===== config.mk =====
export PLATFORM = sky130hd
export DESIGN_NAME = blink_seq_ctrl
export DESIGN_NICKNAME = d
export VERILOG_FILES = /design/src/rtl/blink_seq_ctrl.sv
export SDC_FILE = /design/constraint.sdc
export NUM_CORES = 1
export LEC_CHECK = 0
export BUFFER_PORTS_ARGS = -buffer_cell sky130_fd_sc_hd__buf_2
export CORE_AREA = 2 2 106 108
export DETAILED_ROUTE_END_ITERATION = 7
export DIE_AREA = 0 0 108 110
export GPL_ROUTABILITY_DRIVEN = 0
export GPL_TIMING_DRIVEN = 0
export HOLD_SLACK_MARGIN = 0.03
export PLACE_DENSITY_LB_ADDON = 0.12
export SLEW_MARGIN = 30
export SYNTH_ARGS = -nofsm -noshare
export SYNTH_HDL_FRONTEND = slang
export SYNTH_SLANG_ARGS = --single-unit

===== constraint.sdc =====
create_clock -name clk -period 2.3 [get_ports clk]
set_input_delay 0.23 -clock clk [delete_from_list [all_inputs] [get_ports clk]]
set_output_delay 0.23 -clock clk [all_outputs]
set_load 0.01 [all_outputs]

===== src/rtl/blink_seq_ctrl.sv =====
// LED pattern sequencer: latches a pattern/rate/repeat configuration in IDLE,
// steps the LED register at the programmed rate and pulses done after N repetitions.
//
//  state  | meaning
//  IDLE   | waiting for start; configuration accepted; out holds last value
//  RUN    | stepping the pattern at the programmed rate
//  DONE   | single-cycle completion pulse, then back to IDLE
module blink_seq_ctrl #(
    parameter int WIDTH = 8,
    parameter int DIV_W = 24
) (
    input  logic             clk,
    input  logic             reset,
    input  logic             cfg_valid,
    output logic             cfg_ready,
    input  logic [1:0]       cfg_mode,
    input  logic [DIV_W-1:0] cfg_div,
    input  logic [7:0]       cfg_reps,
    input  logic             start,
    input  logic             stop,
    output logic             busy,
    output logic             tick,
    output logic             done,
    output logic [WIDTH-1:0] out
);

    localparam int SW = WIDTH + 1;

    localparam logic [1:0] MODE_BLINK    = 2'd0;
    localparam logic [1:0] MODE_CHASE    = 2'd1;
    localparam logic [1:0] MODE_PINGPONG = 2'd2;
    localparam logic [1:0] MODE_COUNT    = 2'd3;

    typedef enum logic [1:0] {
        S_IDLE = 2'd0,
        S_RUN  = 2'd1,
        S_DONE = 2'd2
    } state_t;

    state_t           state, state_nxt;
    logic [WIDTH-1:0] out_q, out_nxt;
    logic [1:0]       mode_q, mode_nxt;
    logic [DIV_W-1:0] div_q, div_nxt;
    logic [7:0]       reps_q, reps_nxt;
    logic [DIV_W-1:0] prescale, prescale_nxt;
    logic [SW-1:0]    step_left, step_left_nxt;
    logic [7:0]       rep_cnt, rep_cnt_nxt;
    logic             dir_up, dir_up_nxt;
    logic             tick_q, tick_nxt;

    logic [1:0]       run_mode;
    logic [WIDTH-1:0] pat_nxt;
    logic [7:0]       rep_inc;
    logic             step_hit;

    function automatic logic [WIDTH-1:0] first_pattern(input logic [1:0] m);
        first_pattern = (m == MODE_CHASE || m == MODE_PINGPONG) ? WIDTH'(1) : '0;
    endfunction

    // Steps in one repetition, minus one: the step counter runs down to zero.
    function automatic logic [SW-1:0] rep_len_m1(input logic [1:0] m);
        unique case (m)
            MODE_BLINK:    rep_len_m1 = SW'(1);
            MODE_CHASE:    rep_len_m1 = SW'(WIDTH - 1);
            MODE_PINGPONG: rep_len_m1 = SW'(2 * WIDTH - 3);
            default:       rep_len_m1 = {1'b0, {WIDTH{1'b1}}};
        endcase
    endfunction

    assign step_hit = (prescale == div_q);

    always_ff @(posedge clk) begin
        if (reset) begin
            state     <= S_IDLE;
            out_q     <= '0;
            mode_q    <= '0;
            div_q     <= '0;
            reps_q    <= '0;
            prescale  <= '0;
            step_left <= '0;
            rep_cnt   <= '0;
            dir_up    <= 1'b1;
            tick_q    <= 1'b0;
        end else begin
            state     <= state_nxt;
            out_q     <= out_nxt;
            mode_q    <= mode_nxt;
            div_q     <= div_nxt;
            reps_q    <= reps_nxt;
            prescale  <= prescale_nxt;
            step_left <= step_left_nxt;
            rep_cnt   <= rep_cnt_nxt;
            dir_up    <= dir_up_nxt;
            tick_q    <= tick_nxt;
        end
    end

    always_comb begin
        state_nxt     = state;
        out_nxt       = out_q;
        mode_nxt      = mode_q;
        div_nxt       = div_q;
        reps_nxt      = reps_q;
        prescale_nxt  = prescale;
        step_left_nxt = step_left;
        rep_cnt_nxt   = rep_cnt;
        dir_up_nxt    = dir_up;
        tick_nxt      = 1'b0;
        run_mode      = mode_q;
        pat_nxt       = out_q;
        rep_inc       = rep_cnt + 8'd1;

        unique case (mode_q)
            MODE_BLINK: pat_nxt = ~out_q;
            MODE_CHASE: pat_nxt = {out_q[WIDTH-2:0], out_q[WIDTH-1]};
            MODE_PINGPONG: begin
                if (dir_up) begin
                    pat_nxt = out_q << 1;
                    if (pat_nxt[WIDTH-1]) dir_up_nxt = 1'b0;
                end else begin
                    pat_nxt = out_q >> 1;
                    if (pat_nxt[0]) dir_up_nxt = 1'b1;
                end
            end
            default: pat_nxt = out_q + WIDTH'(1);
        endcase

        unique case (state)
            S_IDLE: begin
                dir_up_nxt = dir_up;
                if (cfg_valid) begin
                    mode_nxt = cfg_mode;
                    div_nxt  = cfg_div;
                    reps_nxt = cfg_reps;
                    run_mode = cfg_mode;
                end
                if (start) begin
                    state_nxt     = S_RUN;
                    out_nxt       = first_pattern(run_mode);
                    prescale_nxt  = '0;
                    rep_cnt_nxt   = '0;
                    step_left_nxt = rep_len_m1(run_mode);
                    dir_up_nxt    = 1'b1;
                end
            end
            S_RUN: begin
                if (stop) begin
                    state_nxt  = S_IDLE;
                    out_nxt    = '0;
                    dir_up_nxt = dir_up;
                end else if (step_hit) begin
                    prescale_nxt = '0;
                    out_nxt      = pat_nxt;
                    tick_nxt     = 1'b1;
                    if (step_left == '0) begin
                        step_left_nxt = rep_len_m1(mode_q);
                        rep_cnt_nxt   = rep_inc;
                        if (reps_q != 8'd0 && rep_inc == reps_q) state_nxt = S_DONE;
                    end else begin
                        step_left_nxt = step_left - SW'(1);
                    end
                end else begin
                    prescale_nxt = prescale + DIV_W'(1);
                    dir_up_nxt   = dir_up;
                end
            end
            S_DONE: begin
                dir_up_nxt = dir_up;
                state_nxt  = S_IDLE;
            end
            default: begin
                dir_up_nxt = dir_up;
                state_nxt  = S_IDLE;
            end
        endcase
    end

    assign cfg_ready = (state == S_IDLE);
    assign busy      = (state == S_RUN);
    assign done      = (state == S_DONE);
    assign tick      = tick_q;
    assign out       = out_q;

endmodule


# == Word level (Yosys, flattened, before mapping) ==
# Cells that the tools add are included.
# op_classes
addsub,4
eq_ne,16
muxes,40
bitwise,2
reduce_logical,16
# ops
cell,n
$mux W24,3
$pmux W8 S3,3
$mux W8,8
$pmux W24 S2,1
$mux W9,4
$pmux W8 S2,2
$add A24 B1 Y24 const B,1
$eq A24 B24 Y1,1
$pmux W9 S2,1
$add A8 B1 Y8 const B,2
$mux W2,7
$reduce_and A5 Y1,2
$logic_not A9 Y1,1
$mux W1,9
$ne A3 B2 Y1 const B,3
$sub A9 B1 Y9 const B,1
$eq A8 B8 Y1,1
$ne A2 B1 Y1 const B,4
$not A8 Y8,1
$reduce_and A4 Y1,2
$reduce_bool A8 Y1,1
$eq A2 B1 Y1 const B,3
$eq A2 B2 Y1 const B,3
$logic_not A2 Y1,3
10 further kinds,11
# word_totals
ff_bits,87
out_inout_bits,12

# == Longest topological paths before layout ==
# depth
word_depth,8
ltp_mapped,9
depth_no_buf,8

# == Worst setup path before layout ==
# Ideal clock, no wire load.
# synth_path
path_kind,register -> register
from,register prescale[10]
to,register rep_cnt[6]
setup_ns,0.070
arrival_ns,1.873
required_time_ns,2.230
path_slack_ns,0.356
path_stages_with_launch,8
path_buffers,0
cell_sequence,dfxtp_1 -> xnor2_1 -> nand4_1 -> nor4_4 -> nand2_4 -> o31a_1 -> or3_1 -> a21oi_1
# synth_via
elab_chain_cells,3
# synth_lines
element,line_no,rtl
"start, declared",45,"logic [DIV_W-1:0] prescale, prescale_nxt;"
"start signal, assigned",90,prescale <= prescale_nxt;
$eq A24 B24 Y1,70,assign step_hit = (prescale == div_q);
$ne A2 B1 Y1 (no line),-,
$reduce_and A5 Y1 (no line),-,
"end signal, assigned",92,rep_cnt <= rep_cnt_nxt;
"end, declared",47,"logic [7:0] rep_cnt, rep_cnt_nxt;"
# No other way between the ends.
# A chain may end at the register's enable or synchronous reset.

# == Worst setup path in the final report ==
# layout_path
from,register prescale[1]
to,register rep_cnt[6]
# The elaborated chain is that of the path after synthesis.

==> impl_results.md <==
* Pwr dens at 615 nW/um^2
* Worst Path Arrival at 2.45 ns
* Layout Nets at 721
* Switching Fraction at 32.6%
* Clock power frac at 29.0%
* Initial antenna violation count at 0
* Max FO, Critical Path at 8
* DRC violation count after routing at 0
* Ys async rst share at 0%
* Clock tree sinks at 87
* Total wire length at 12700 um
* Initial DRC Count at 276
* Max clock buf depth at 2
* F_max at 463 MHz
* Clock Skews at 0.0159 ns
* Global route overflow at 0
* Seq/Total Area, Yosys at 36.6%
* Leak at 1.96 nW
* Cell count after placement at 802
* Fin. max-slew vios at 0
* Post-Layout Cell Count at 821
* Relative slew slack at 53.3%
* Final hold vios at 0
* CTS tree: done
* FF+latch area at 1750 um^2
* VDD IR max at 0.332 mV
* Synth Cell Area at 4750 um^2
* Num rows at 38
* Critical path, cell by cell: xnor2_2, nand4_1, nor4_4, buf_4, nand2_4, o31a_1, or3_1, a21oi_1
* Via count at 4525
* HP Class: input port to flip-flop
* Critical Path Source Type: flip-flop
* Layout cell share with drive strength beyond 1 at 16.4%
* Netlist cell types at 59
* Cts bufs inserted at 9
* Main synth FF type: dfxtp_1
* Drt pass-1 iters at 4
* Crit-path slowest cell: dfxtp_1
* Die footprint at 11900 um^2
* Die Wd at 108 um
* Vias/cell at 5.51
* Chip height at 110 um
* Pint at 2.26 mW
* Yosys warns at 0
* Vias in the first global route at 4198
* Final Util at 50.9%
* DRT antenna net count at 0
* Comb pwr share at 21.5%
* Clock latency on the worst-skew pair at 0.37 ns
* Reg clk slew, reported paths at 0.10 ns
* Initial Utilization at 44.4%
* Minimum clock period at 2.16 ns
* RSZ-0062 raised after global routing: false
* Status: completed
* CP max stage delay at 0.44 ns
* Cells after Synth at 613
* Clock root cell: clkbuf_8
* # setup viols final at 0
* Crit path capture type: flip-flop
* Core area at 10700 um^2
* WP data required at 2.59 ns
* Hold Buf Count CTS at 0
* Largest net degree at the start of global routing at 16
* First-pass GRT wire length at 20700 um
* Multi-input gate area at 2870 um^2
* GRT Total Usage at 22.3%
* Sequential power share at 49.5%
* Post-DP HPWL at 9440 um
* Fin crit share at 93.8%
* Area grow syn2layout at 14.6%
* Switching power at 1.09 mW
* Max H-tree Level at 3
* Io pins at 51
* Post-Syn Nets at 658
* Pre-CTS WS at -0.133 ns
* Number of diodes at 0
* Crit Path Class: flip-flop to flip-flop
* Max_cap viols at 0
* Fill cells at 1111
* Synth Register Bits at 87
* Post-synth EDFFs at 0
* WL/cell at 15.4 um
* Worst setup margin at 0.142 ns
* Average cell area after synthesis at 7.76 um^2
* I/O Buffers at 49
* Actual slew at the worst max-slew pin at 0.701 ns
-- per-stage QoR --
stage          power (mW)  TNS, ns  area (um^2)  hold WS, ns
2_1_floorplan        2.16        0         4750        0.366
3_3_place_gp         2.36    -1.30         5170        0.459
3_5_place_dp         2.37    -2.26         5170        0.464
4_1_cts              3.36        0         5400       0.0805
5_1_grt              3.52        0         5450       0.0849
6_report             3.35        0         5450       0.0886
-- cells by family (layout without fill, tap and decap cells) --
| kind of cell | count (synthesis) | after routing | synth area share, % |
|---|---|---|---|
| muxes | 11 | 11 | 3.18 |
| buffers and inverters | 45 | 113 | 4.13 |
| xor gates and xnor gates | 53 | 53 | 10.2 |
| and+or+nand+nor | 272 | 272 | 26.6 |
| DFF | 87 | 87 | 36.6 |
| AOI/OAI and AO/OA | 139 | 139 | 17.7 |
| adders and majority gates | 6 | 6 | 1.58 |
-- path summary, 6_finish.rpt --
check / start / endpoint / slack (ns) / cells past startpoint
setup reg to reg: prescale[1] / rep_cnt[6] / 0.14 / 8
hold / removal: cfg_div[19] / div_q[19] / 0.09 / 3
setup / recovery: prescale[1] / rep_cnt[6] / 0.14 / 8
hold reg to reg: div_q[11] / div_q[11] / 0.47 / 2
-- sequential cells by signal, indices dropped and copies added, names as in the netlist --
name	count
dir_up	1
div_q	24
rep_cnt	8
out	8
tick	1
step_left	9
mode_q	2
reps_q	8
prescale	24
state	2
-- layout make-up --
type	count	area share (%)
multi-input combinational	481	52.7
clock inverter	6	0.827
inverter	11	0.827
timing repair buffer	53	5.05
sequential	87	32.1
buffer	33	2.92
tap	140	3.22
clock buffer	10	2.34
-- critical path, delay by kind of cell, from the launching register on --
kind                      cells  cell delay (ns)
AOI/OAI and AO/OA             2             0.47
xor gates and xnor gates      1             0.15
buffers and inverters         1             0.17
DFF                           1             0.44
and+or+nand+nor               4             0.86
-- layout by cell type, fill, tap and decap left out, drive strengths merged, types with 6 or more instances in the layout --
cell type,count
a21oi,66
nand3,28
nor4,10
ha,6
and3,7
inv,11
clkbuf,38
xnor2,40
a211oi,9
o21ai,35
xor2,13
buf,58
nand4,15
nor2,58
nor3,16
dfxtp,87
nand2,116
-- power by group through the flow --
stage / Clock [mW] / Combinational, mW / Sequential [mW]
global placement: 0 / 0.670 / 1.69
finish: 0.971 / 0.718 / 1.66
global route: 1.05 / 0.798 / 1.67
floorplan: 0 / 0.484 / 1.67
detailed placement: 0 / 0.682 / 1.69
CTS: 0.999 / 0.706 / 1.66
-- metal layers --
metal	GRT usage, %	share of wire, %	wire (um)
met5	0	0	0
met1	27.7	45	5710
met3	3.82	3.6	452
met2	39.1	49	6200
met4	7.69	2.3	289
-- synthesized netlist by cell type, types with 4 or more instances --
cell | count | area, um^2
o21ai_0 | 35 | 175
and3_1 | 7 | 43.8
inv_1 | 9 | 33.8
nor3_1 | 16 | 80.1
xor2_1 | 13 | 114
nand3_1 | 28 | 140
dfxtp_1 | 87 | 1740
xnor2_1 | 37 | 324
mux2i_1 | 5 | 50.1
a21o_1 | 5 | 37.5
nor2_1 | 57 | 214
ha_1 | 6 | 75.1
nand4_1 | 14 | 87.6
a21oi_1 | 65 | 325
nor2b_1 | 5 | 31.3
nand2_1 | 114 | 428
a211oi_1 | 7 | 52.6
nor4_1 | 9 | 56.3
or3_1 | 4 | 25.0
clkbuf_1 | 26 | 97.6
-- timing repair --
action,in CTS,in global routing
pin swaps,5,1
setup buffers,4,0
setup endpoints to repair,29,35
resized for setup,5,19
(Power assumes the default switching activity.)
